### src/rtl/branch_redirect_ctrl_pkg.sv
// Shared constants for the EX-stage branch/jump redirect controller:
// FSM state encoding, address width and default statistics counter width.
package branch_redirect_ctrl_pkg;

  localparam int ADDR_W        = 32;
  localparam int CNT_W_DEFAULT = 16;

  typedef enum logic {
    IDLE  = 1'b0,
    REDIR = 1'b1
  } state_t;

endpackage

### src/rtl/branch_redirect_ctrl_sat_counter.sv
// Saturating up-counter: increments by one per cycle with i_inc high,
// sticks at all-ones instead of wrapping; asynchronous active-high reset.
module sat_counter #(
  parameter int W = 16
) (
  input  logic         clk,
  input  logic         rst,
  input  logic         i_inc,
  output logic [W-1:0] o_cnt
);

  logic [W-1:0] r_cnt;
  logic         w_at_max;

  assign w_at_max = &r_cnt;
  assign o_cnt    = r_cnt;

  always_ff @(posedge clk or posedge rst) begin
    if (rst) begin
      r_cnt <= '0;
    end else if (i_inc && !w_at_max) begin
      r_cnt <= r_cnt + {{(W-1){1'b0}}, 1'b1};
    end
  end

endmodule

### src/rtl/branch_redirect_ctrl.sv
// EX-stage redirect controller: flushes IF/ID and ID/EX on a taken branch or jump,
// then steers the PC mux to the latched, halfword-aligned target for one unstalled cycle.
module branch_redirect_ctrl
  import branch_redirect_ctrl_pkg::*;
#(
  parameter int CNT_W = CNT_W_DEFAULT
) (
  input  logic              clk,
  input  logic              rst,
  input  logic              ex_valid,
  input  logic              branch,
  input  logic              branch_out,
  input  logic              jump,
  input  logic [ADDR_W-1:0] target,
  input  logic              stall,
  output logic              pc_sel,
  output logic [ADDR_W-1:0] redirect_pc,
  output logic              flush_ifid,
  output logic              flush_idex,
  output logic              busy,
  output logic [CNT_W-1:0]  branch_cnt,
  output logic [CNT_W-1:0]  taken_cnt
);

  state_t            r_state;
  state_t            w_state_nxt;
  logic [ADDR_W-1:0] r_redirect_pc;
  logic              w_accept;
  logic              w_redirect;

  // rst gates acceptance so no flush can leak out while reset is held.
  assign w_accept    = (r_state == IDLE) && ex_valid && !stall && !rst;
  assign w_redirect  = w_accept && (jump || (branch && branch_out));
  assign redirect_pc = r_redirect_pc;

  always_comb begin
    w_state_nxt = r_state;
    pc_sel      = 1'b0;
    flush_ifid  = 1'b0;
    flush_idex  = 1'b0;
    busy        = 1'b0;
    case (r_state)
      IDLE: begin
        if (w_redirect) begin
          flush_ifid  = 1'b1;
          flush_idex  = 1'b1;
          w_state_nxt = REDIR;
        end
      end
      REDIR: begin
        pc_sel     = 1'b1;
        flush_ifid = 1'b1;
        flush_idex = 1'b1;
        busy       = 1'b1;
        if (!stall) begin
          w_state_nxt = IDLE;
        end
      end
      default: w_state_nxt = IDLE;
    endcase
  end

  always_ff @(posedge clk or posedge rst) begin
    if (rst) begin
      r_state       <= IDLE;
      r_redirect_pc <= '0;
    end else begin
      r_state <= w_state_nxt;
      if (w_redirect) begin
        r_redirect_pc <= {target[ADDR_W-1:1], 1'b0};
      end
    end
  end

  sat_counter #(.W(CNT_W)) u_branch_cnt (
    .clk   (clk),
    .rst   (rst),
    .i_inc (w_accept && branch),
    .o_cnt (branch_cnt)
  );

  sat_counter #(.W(CNT_W)) u_taken_cnt (
    .clk   (clk),
    .rst   (rst),
    .i_inc (w_redirect),
    .o_cnt (taken_cnt)
  );

endmodule

### config.mk
export PLATFORM = sky130hd
export DESIGN_NAME = branch_redirect_ctrl
export DESIGN_NICKNAME = d
export VERILOG_FILES = /design/src/rtl/branch_redirect_ctrl_pkg.sv /design/src/rtl/branch_redirect_ctrl_sat_counter.sv /design/src/rtl/branch_redirect_ctrl.sv
export SDC_FILE = /design/constraint.sdc
export NUM_CORES = 1
export LEC_CHECK = 0
export ABC_AREA = 1
export BUFFER_PORTS_ARGS = -buffer_cell sky130_fd_sc_hd__buf_2
export CORE_MARGIN = 3
export CORE_UTILIZATION = 51
export CTS_BUF_LIST = sky130_fd_sc_hd__clkbuf_4 sky130_fd_sc_hd__clkbuf_8 sky130_fd_sc_hd__clkbuf_16
export DETAILED_ROUTE_END_ITERATION = 6
export PLACE_DENSITY_LB_ADDON = 0.25
export SLEW_MARGIN = 20
export SYNTH_ARGS = -nofsm -noshare
export SYNTH_HDL_FRONTEND = slang
export SYNTH_SLANG_ARGS = --single-unit
### constraint.sdc
create_clock -name clk -period 2.1 [get_ports clk]
set_input_delay 0.105 -clock clk [delete_from_list [all_inputs] [get_ports clk]]
set_output_delay 0.105 -clock clk [all_outputs]
set_load 0.05 [all_outputs]
# ---- After elaboration in Yosys (flattened, before gate mapping)
# Cells that the tools add are included.
dict set report classes {
  reduce_logical 15
  n_addsub 2
  muxes 5
  bitwise_logic 1
}
# op count
set op_table {}
lappend op_table {{adder 16 x 1 -> 16 bit (second input constant)} 2}
lappend op_table {{AND reduction 16 bit} 2}
lappend op_table {{logical AND 1 bit} 8}
lappend op_table {{logical NOT 1 bit} 4}
lappend op_table {{one-hot mux 1 bit (2 select lines)} 2}
lappend op_table {{two-way mux 1 bit} 3}
lappend op_table {{logical OR 1 bit} 1}
lappend op_table {{inverter 1 bit} 1}
dict set report totals {
  word_cells 27
  regBits 64
  out_inout_bits 68
  input_bits 39
}

# ---- Depth between registers and ports, before layout
dict set report depth {
  depth_word 7
  ltp_mapped 9
  depth_no_buf 9
}

# ---- Cells and area by module
# Synthesis repeated with hierarchy kept, for this count alone.
dict set report hier_totals {
  cells_unflattened 482
  hier_area_um2 3524.6
}
# mod cells_per_inst seq_area_each_um2 area_per_inst_um2 n_inst
set modules_own_cells {}
lappend modules_own_cells {sat_counter 163 400.4 1063.5 2}
lappend modules_own_cells {branch_redirect_ctrl 156 800.8 1397.6 1}

# ---- Least setup slack after synthesis
# Ideal clock, no wire load.
dict set report synth_timing {
  path_kind {reg2out}
  start {reg r_state}
  end {out flush_ifid}
  arrival_ps 1726
  path_slack_ps 269
  n_path_buf 1
  t_required_ps 1995
  stages_incl_launch_ff 6
  cell_sequence {dfrtp_1 > nor2_1 > nand3_2 > inv_2 > or2_2 > buf_4}
}
dict set report synth_between {
  elab_chain_len 7
}
# item line
set synth_rtl {}
lappend synth_rtl {{start: declaration} branch_redirect_ctrl.sv:25} ;# state_t r_state;
lappend synth_rtl {{start signal: assignment} branch_redirect_ctrl.sv:68} ;# r_state <= w_state_nxt;
lappend synth_rtl {{inverter 1 bit} --}
lappend synth_rtl {{logical AND 1 bit (3 in a row)} branch_redirect_ctrl.sv:32} ;# assign w_accept = (r_state == IDLE) && ex_valid && !stall && !rst;
lappend synth_rtl {{logical AND 1 bit} branch_redirect_ctrl.sv:33} ;# assign w_redirect = w_accept && (jump || (branch && branch_out));
lappend synth_rtl {{two-way mux 1 bit} --}
lappend synth_rtl {{one-hot mux 1 bit (2 select lines) (*)} --}
lappend synth_rtl {{end: declaration} branch_redirect_ctrl.sv:18} ;# output logic flush_ifid,
# Every way passes the cells marked *; elsewhere a longest branch is shown, timed or not.

# ---- Worst setup path in the final report
dict set report layout_timing {
  start {in stall}
  end {out flush_idex}
}
dict set report layout_between {
  elab_chain_len 6
}
# item line
set layout_rtl {}
lappend layout_rtl {{start: declaration} branch_redirect_ctrl.sv:15} ;# input logic stall,
lappend layout_rtl {{logical NOT 1 bit} --}
lappend layout_rtl {{logical AND 1 bit (2 in a row)} branch_redirect_ctrl.sv:32}
lappend layout_rtl {{logical AND 1 bit} branch_redirect_ctrl.sv:33}
lappend layout_rtl {{two-way mux 1 bit} branch_redirect_ctrl.sv:44} ;# if (w_redirect) begin
lappend layout_rtl {{one-hot mux 1 bit (2 select lines)} branch_redirect_ctrl.sv:42} ;# case (r_state)
lappend layout_rtl {{end: declaration} branch_redirect_ctrl.sv:19} ;# output logic flush_idex,
# No other way between the ends.

==> qor.txt <==
Total wire length = 8570 microns
First DRT Iteration DRCs = 117
Clock skew = 0.00794 ns
FF-to-FF End = u_branch_cnt.o_cnt[5]$_DFFE_PP0P_
Relative slew slack = 62.6%
Critical path class = in -> out
PwrDens = 985 nW/um^2
Crit path DAT = 1.82 ns
Top cells by area, synth = dfrtp_1 48%, nand2_1 24%, nor2_1 3.5%
Total of max-cap violations = 0
Leak = 0.00240 uW
Sequential fraction of the synthesis area = 48.1%
Final net count = 623
Core area = 6130 sq um
Area Overhead vs Synth = 34.1%
Unrepaired setup endpoints after global routing = no
Routability congestion estimate = 0.843
TritonRoute pass-1 iters = 4
Syn Inst Count = 440
Fraction of layout cells with a size suffix above 1 = 28.3%
Setup violations, final = 0
Via Count = 3228
Final hold viol count = 0
Top cells by count, synth = 213 x nand2_1, 64 x dfrtp_1, 31 x nor2_1
Clock root cell = clkbuf_8
Ys flop type = dfrtp_1
Antenna Nets Post-Route = 0
Hold path endpoint = u_branch_cnt.o_cnt[8]$_DFFE_PP0P_
Die Y = 86.8 microns
Initial core utilization = 54.3%
Io pins = 107
Register bit count reported by yosys = 64
Setup Buffers After CTS = 0
Clock Sinks = 64
FMAX = 0.518 GHz
Critical Path Start = stall
Die area = 7540 sq um
Status = completed
Final Cycle Share = 91.9%
Post-route DRC = 0
GRT Overall Usage = 23.8%
Initial antenna violation count = 0
Post-synth EDFFs = 0
CTS Buf Count = 9
Reg2reg path depth = 9
Hold WC Path Type = in -> reg
Max VDD drop = 0.650 mV
Count leader, synth = nand2_1
Syn Nets = 481
Filler Cell Count = 496
Mapped cell area = 3330 sq um
Detailed-route wire length per cell = 13.0 microns
Die Wd = 86.8 microns
Slew @ Worst Pin = 0.560 ns
Worst reg2reg startpoint = u_branch_cnt.o_cnt[0]$_DFFE_PP0P_
Final Slew Violations = 0
Rows = 28
DR vias/cell = 4.88
Critical Path Source Type = primary input
Hold Crit Start = branch
Synth top area share = 48.1%
Synth unique cells = 25
Total grt overflow = 0
Asr flop ratio synth = 100%
CP Capture Type = primary output
R2R Setup Slk = 0.29 ns
Syn_area_per_cell = 7.57 sq um
Buffers on Ports = 104
Warnings, synthesis = 0
Final TNS setup = 0 ns
Hold path depth = 5
Crit Path Max Fanout = 18
CTS tree = built
H-tree Lvls = 3
Clock Latency Late Sink = 0.34 ns
Yosys top cell by area = dfrtp_1
Post-DP HPWL = 5870 microns
Vias in the first global route = 3164
Min Tclk post-route = 1.93 ns
Crit path required time = 2.00 ns
First-pass GRT wire length = 14100 microns
WHS = 0.235 ns
Clock slew at reported path FFs = 0.07 ns
Diode count = 0
Pin count of the biggest net entering global routing = 33
Clock Path Buffers = 2
how the worst max path moves through the flow:
stage / slack [ns] / end / cells after the start
finish: 0.17 / flush_idex / 7
global route: 0.05 / flush_idex / 5
CTS: 0.07 / flush_idex / 5
detailed placement: 0.32 / u_branch_cnt.o_cnt[15]$_DFFE_PP0P_ / 9
global placement: 0.36 / u_branch_cnt.o_cnt[13]$_DFFE_PP0P_ / 9
floorplan: 0.27 / flush_ifid / 5
routing by layer:
| layer | global-route usage (%) | vias up | part of all wire (%) |
|---|---|---|---|
| li1 | - | 1644 | - |
| met1 | 29.0 | 1457 | 41 |
| met2 | 40.2 | 105 | 51 |
| met3 | 5.32 | 22 | 5.2 |
| met4 | 10.3 | 0 | 2.4 |
| met5 | 0 | - | 0 |
registers in the layout (all words and copies together), names as in the netlist:
name and count:
u_branch_cnt.o_cnt 16, redirect_pc 31, r_state 1, u_taken_cnt.o_cnt 16
through the flow:
| step | cell area, sq um | utilization, % | setup WS [ns] | power [uW] | instances |
|---|---|---|---|---|---|
| 2_1_floorplan | 3330 | - | 0.269 | 2800 | 440 |
| 3_3_place_gp | 3910 | 63.8 | 0.364 | 3130 | 613 |
| 3_5_place_dp | 3910 | 63.8 | 0.321 | 3160 | 613 |
| 4_1_cts | 4470 | 72.9 | 0.0656 | 4430 | 662 |
| 5_1_grt | 4470 | 72.9 | 0.0477 | 4620 | 662 |
| 6_report | 4470 | 72.9 | 0.171 | 4400 | 662 |
logic make-up (layout without fill, tap and decap cells):
group                      Yosys count  count (layout)  share of synthesized area (%)
and+or+nand+nor                    301             301                           38.6
adders and majority gates            2               2                          0.751
AOI/OAI and AO/OA                   15              15                           3.38
other                                1               1                          0.113
DFF                                 64              64                           48.1
xor gates and xnor gates            10              10                           2.63
buffers and inverters               47             194                           6.46
critical path, stage by stage:
cell	delay (ns)
dlygate4sd3_1	0.55
buf_2	0.13
nor2_1	0.17
nand3_2	0.21
inv_4	0.23
or2_2	0.16
buf_2	0.26
layout make-up:
cell class | instances | area (sq um) | area share, %
clock buffer | 10 | 138 | 3.08
tap | 75 | 93.8 | 2.10
timing repair buffer | 143 | 896 | 20.0
sequential | 64 | 1600 | 35.8
inverter | 35 | 135 | 3.02
multi-input combinational | 329 | 1520 | 33.9
clock inverter | 6 | 90.1 | 2.02
report_power, final:
group / leakage (uW) / internal, uW / switching [uW]
combinational: 0.00147 / 395 / 1160
clock: 0.000113 / 705 / 508
sequential: 0.000817 / 1440 / 197
placed cells by master (no fill, tap or decap), drive strengths merged:
| cell type | instances |
|---|---|
| buf | 110 |
| clkinvlp | 1 |
| ha | 2 |
| clkinv | 3 |
| xor2 | 6 |
| nand2 | 223 |
| nand3 | 21 |
| conb | 1 |
| or2 | 2 |
| xnor2 | 4 |
| inv | 35 |
| bufinv | 2 |
| clkbuf | 10 |
| dfrtp | 64 |
| o21ai | 15 |
| nand4 | 15 |
| dlygate4sd3 | 33 |
| nor2 | 40 |
repair_timing:
action	4_1_cts	5_1_grt
resized for setup	0	2
endpoints found under the setup margin	0	2
endpoints found under the hold margin	57	0
hold buffers	33	0
Power figures use the tool's default switching activity.
